File: src/rtl/rom_ctrl_pkg.sv
// Shared types and constants for the decode-stage ROM sequence controller.
package rom_ctrl_pkg;

    localparam int PROG_W = 4;
    localparam int VEC_W  = 8;

    typedef logic [PROG_W-1:0] prog_t;
    typedef logic [VEC_W-1:0]  ivec_t;

    localparam prog_t PROG_NONE        = 4'd0;
    localparam prog_t INT_PROG_DEFAULT = 4'd6;

    typedef enum logic {
        ST_IDLE = 1'b0,
        ST_RUN  = 1'b1
    } state_e;

endpackage

File: src/rtl/rom_ctrl_wdog.sv
// Stall watchdog for the ROM sequence controller; only built when ROM_CTRL_WDOG_EN is defined.
`ifdef ROM_CTRL_WDOG_EN
module rom_ctrl_wdog #(
    parameter int WDOG_CYCLES = 64,
    parameter int WDOG_W      = 7
) (
    input  logic clk,
    input  logic reset,
    input  logic clear_i,
    input  logic run_i,
    output logic expired_o
);

    logic [WDOG_W-1:0] count_q;
    logic [WDOG_W-1:0] count_d;

    always_comb begin
        count_d = count_q;
        if (clear_i) begin
            count_d = '0;
        end else if (run_i) begin
            count_d = count_q + 1'b1;
        end
    end

    always_ff @(posedge clk) begin
        if (reset) begin
            count_q <= '0;
        end else begin
            count_q <= count_d;
        end
    end

    // The program is aborted at the limit, so the counter never wraps.
    assign expired_o = run_i && (count_q == WDOG_W'(WDOG_CYCLES - 1));

endmodule
`endif

File: src/rtl/rom_sequence_ctrl.sv
// Arbitrates interrupt entry vs decoder complex-op for the microcode ROM and holds the program select.
// Optional stall watchdog enabled by defining ROM_CTRL_WDOG_EN.
module rom_sequence_ctrl
    import rom_ctrl_pkg::*;
#(
    parameter prog_t INT_PROG    = INT_PROG_DEFAULT,
    parameter int    WDOG_CYCLES = 64,
    parameter int    WDOG_W      = 7
) (
    input  logic              clk,
    input  logic              reset,
    input  logic              dec_req,
    input  logic [PROG_W-1:0] dec_prog,
    output logic              dec_gnt,
    input  logic              int_req,
    input  logic [VEC_W-1:0]  int_vec,
    output logic              int_gnt,
    input  logic              uop_accept,
    input  logic              uop_last,
    input  logic              flush,
    output logic [PROG_W-1:0] rom_control,
    output logic              rom_in_control,
    output logic [VEC_W-1:0]  int_vec_q,
    output logic              prog_done,
    output logic              wdog_err
);

    if (2 ** WDOG_W <= WDOG_CYCLES) begin : g_bad_wdog_w
        $error("WDOG_W too narrow for WDOG_CYCLES");
    end

    state_e state_q, state_d;
    prog_t  rom_control_q, rom_control_d;
    logic   rom_in_control_q;
    ivec_t  int_vec_q_q, int_vec_q_d;
    logic   wdog_fire;

`ifdef ROM_CTRL_WDOG_EN
    logic wdog_expired;

    rom_ctrl_wdog #(
        .WDOG_CYCLES (WDOG_CYCLES),
        .WDOG_W      (WDOG_W)
    ) u_wdog (
        .clk       (clk),
        .reset     (reset),
        .clear_i   (int_gnt || dec_gnt || uop_accept),
        .run_i     (state_q == ST_RUN),
        .expired_o (wdog_expired)
    );

    assign wdog_fire = wdog_expired && !uop_accept;
`else
    assign wdog_fire = 1'b0;
`endif

    // NOTE: every output of this block gets a default first so no latch is inferred.
    always_comb begin
        state_d       = state_q;
        rom_control_d = rom_control_q;
        int_vec_q_d   = int_vec_q_q;
        int_gnt       = 1'b0;
        dec_gnt       = 1'b0;
        prog_done     = 1'b0;
        wdog_err      = 1'b0;

        unique case (state_q)
            ST_IDLE: begin
                if (!flush && !reset) begin
                    if (int_req) begin
                        int_gnt       = 1'b1;
                        state_d       = ST_RUN;
                        rom_control_d = INT_PROG;
                        int_vec_q_d   = int_vec;
                    end else if (dec_req && dec_prog != PROG_NONE) begin
                        dec_gnt       = 1'b1;
                        state_d       = ST_RUN;
                        rom_control_d = dec_prog;
                    end
                end
            end
            ST_RUN: begin
                // Flush outranks both normal retirement and a watchdog abort.
                if (flush) begin
                    state_d       = ST_IDLE;
                    rom_control_d = PROG_NONE;
                end else if (uop_accept && uop_last) begin
                    prog_done     = !reset;
                    state_d       = ST_IDLE;
                    rom_control_d = PROG_NONE;
                end else if (wdog_fire) begin
                    wdog_err      = !reset;
                    state_d       = ST_IDLE;
                    rom_control_d = PROG_NONE;
                end
            end
            default: begin
                state_d       = ST_IDLE;
                rom_control_d = PROG_NONE;
            end
        endcase
    end

    // NOTE: sequential state uses non-blocking assignments only.
    always_ff @(posedge clk) begin
        if (reset) begin
            state_q          <= ST_IDLE;
            rom_control_q    <= PROG_NONE;
            rom_in_control_q <= 1'b0;
            int_vec_q_q      <= '0;
        end else begin
            state_q          <= state_d;
            rom_control_q    <= rom_control_d;
            rom_in_control_q <= |rom_control_d;
            int_vec_q_q      <= int_vec_q_d;
        end
    end

    assign rom_control    = rom_control_q;
    assign rom_in_control = rom_in_control_q;
    assign int_vec_q      = int_vec_q_q;

endmodule
File: config.mk
export PLATFORM = sky130hd
export DESIGN_NAME = rom_sequence_ctrl
export DESIGN_NICKNAME = d
export VERILOG_FILES = /design/src/rtl/rom_ctrl_pkg.sv /design/src/rtl/rom_ctrl_wdog.sv /design/src/rtl/rom_sequence_ctrl.sv
export SDC_FILE = /design/constraint.sdc
export NUM_CORES = 1
export LEC_CHECK = 0
export CAP_MARGIN = 20
export CORE_ASPECT_RATIO = 1.25
export CORE_MARGIN = 2
export CORE_UTILIZATION = 37
export DETAILED_ROUTE_END_ITERATION = 10
export GPL_TIMING_DRIVEN = 0
export PLACE_DENSITY_LB_ADDON = 0.08
export SYNTH_ARGS = -nofsm -noshare
export SYNTH_HDL_FRONTEND = slang
export SYNTH_SLANG_ARGS = --single-unit
File: constraint.sdc
create_clock -name clk -period 2.7 [get_ports clk]
set_clock_uncertainty 0.2 [all_clocks]
set_input_delay 0.54 -clock clk [delete_from_list [all_inputs] [get_ports clk]]
set_output_delay 0.54 -clock clk [all_outputs]
set_load 0.02 [all_outputs]
==> impl_metrics.yaml <==
floorplanning:
  initial_core_util: 0.405
  die_h_um: 50.8
  die_x_um: 41.4
  rows: 16
  fp.coreArea_mm2: 0.00160
  dieArea_mm2: 0.00210
  pin_count: 36
global_routing:
  grt_pass1_wl_um: 2610
  antenna_found_initial: 0
  grt.total_usage: 0.160
  overflow: 0
  grt_pass1_vias: 667
  grt_max_degree: 11
yosys:
  async_reset_ff_frac: 0
  ys_seq_elements: 14
  synth_enable_flop_cells: 0
  yosys.area.top_type: "dfxtp_1"
  syn_inst: 79
  synth_nets: 98
  ys_types: 26
  netlist.area_leader.share: 0.432
  yosysWarnings: 0
  synthesis.area_um2: 648
  yosysSeqAreaShare: 0.432
  yosys-top-cells-count: "16 x nand2_1, 14 x dfxtp_1, 11 x a21oi_1"
  yosysMostFrequentCell: "nand2_1"
  synth_flop_cell: "dfxtp_1"
  syn_area_per_cell_um2: 8.20
  synthTopCellsByArea: "dfxtp_1 43%, nand2_1 9.3%, a21oi_1 8.5%"
pwr:
  vdd_ir_drop_max_v: 0.000243
  powerDensity_mw_per_mm2: 420
  p_sw_frac: 0.260
  p_clk_frac: 0.266
  pwr-share-comb: 0.227
  pwr-share-seq: 0.507
  power.leakage_nw: 0.397
  power.switching_w: 0.000112
  power.internal_w: 0.000320
clock_network:
  cts_buffers: 3
  clock-sinks: 14
  ctsHoldBuffers: 0
  cts-root-buf: "clkbuf_4"
  clk_pin_slew_worst_paths_ns: 0.08
  htree_levels: 1
  clockBufferDepth: 2
  clk-insertion-delay-late_ns: 0.28
  cts_tree: "done"
placement:
  placed_area_mm2: 0.00100
  dpl.hpwl_um: 1170
  gp_congestion: 0.755
  dp_slack_ns: -0.498
  place.port_buffers: 33
drt:
  ant_nets: 0
  detail_route.wl_per_cell_um: 11.5
  dr.pass1.iters: 4
  totalWireLength_um: 1540
  num_vias: 687
  viasPerCell: 5.13
  drc: 0
  drt_iter0_drc: 8
finish:
  final_area_mm2: 0.00103
  fillers: 155
  area_growth_pct: 58.7
  drive_gt1_frac: 0.103
  antenna_cells: 0
  final_nets: 137
  final_util: 0.642
worst_setup_path:
  start_kind: "primary input"
  path_class: "in -> out"
  critPathMaxFanout: 9
  crit_arrival_ns: 1.84
  crit_path_end_kind: "output pin"
  required_ns: 1.96
timing:
  hold_viol: 0
  worst_slack_ns: 0.116
  setup_violations: 0
  period_needed_ns: 2.58
  rsz0062_at_grt: "no"
  timing.hold.ws_ns: 0.242
  timing.final.crit_share: 0.957
  maxClockFrequency_ghz: 0.387
  slew_violations: 0
status:
  status: "complete, no violations"
run:
  maxCapViolCount: 0
hold_path:
  min_path_type: "in -> reg"
-- state kept, by name, indices dropped and copies added (netlist names) --
name and flops:
rom_control 4, state_q 1, int_vec_q 8, rom_in_control 1
-- through the flow --
| step | total power [W] | setup TNS, ns | instances |
|---|---|---|---|
| after CTS | 0.000434 | 0 | 134 |
| after global placement | 0.000320 | -0.702 | 130 |
| after floorplan | 0.000269 | 0 | 79 |
| after global routing | 0.000454 | 0 | 134 |
| after detailed placement | 0.000321 | -0.732 | 130 |
| final | 0.000432 | 0 | 134 |
-- layout by cell type, fill, tap and decap left out, drive strengths merged, types with 2 or more instances in the layout --
master / netlist / layout
clkdlybuf4s50: 0 / 30
nand2: 16 / 16
dfxtp: 14 / 14
a21oi: 11 / 11
nor2: 6 / 6
clkbuf: 2 / 6
nor2b: 3 / 3
buf: 2 / 3
and3: 2 / 2
and2: 2 / 2
a22oi: 2 / 2
o21ai: 2 / 2
or3: 2 / 2
nor3: 2 / 2
a221oi: 2 / 2
-- power by group through the flow --
stage | Sequential [W] | Combinational (W) | Clock [W]
floorplan | 0.000233 | 0.0000360 | 0
global placement | 0.000224 | 0.0000967 | 0
detailed placement | 0.000224 | 0.0000974 | 0
CTS | 0.000219 | 0.0000982 | 0.000116
global route | 0.000220 | 0.000106 | 0.000128
finish | 0.000219 | 0.0000980 | 0.000115
-- cell type report --
class                   count  area, um^2  share of cell area
multi-input cells          60         338               0.328
repair buffers             34         334               0.325
flip-flops and latches     14         280               0.273
plain buffers               4        26.3              0.0255
clock buffers               3        22.5              0.0219
well taps                  18        22.5              0.0219
inverters                   1        5.00             0.00487
-- worst paths after layout --
| path | cells past startpoint | to | from | slack (ns) |
|---|---|---|---|---|
| hold reg to reg | 2 | int_vec_q[5] | int_vec_q[5] | 0.25 |
| setup / recovery | 5 | int_gnt | flush | 0.12 |
| hold / removal | 2 | int_vec_q[5] | reset | 0.24 |
| setup reg to reg | 5 | rom_control[0] | state_q | 1.03 |
-- routing by layer --
metal / global-route usage / share of wire / up-vias
li1: - / - / 352
met1: 0.164 / 0.43 / 304
met2: 0.289 / 0.48 / 26
met3: 0.0468 / 0.065 / 5
met4: 0.0806 / 0.025 / 0
met5: 0 / 0 / -
-- worst max-delay path: stages --
cell and delay [ns]:
clkdlybuf4s50_1 0.48, nor2_1 0.19, nand3b_1 0.15, clkinv_2 0.14, dlygate4sd2_1 0.34
-- logic make-up after synthesis --
family,synth area share
AO/OA/AOI/OAI,0.239
buffers and inverters,0.0463
flip-flops,0.432
other,0.00579
AND/OR/NAND/NOR,0.276
-- repair_timing --
| item | in CTS | in global routing |
|---|---|---|
| pin swaps | 1 | 0 |
| setup endpoints to repair | 2 | 2 |
| setup buffers | 1 | 0 |
| resized for setup | 3 | 3 |
(Power assumes the default switching activity.)
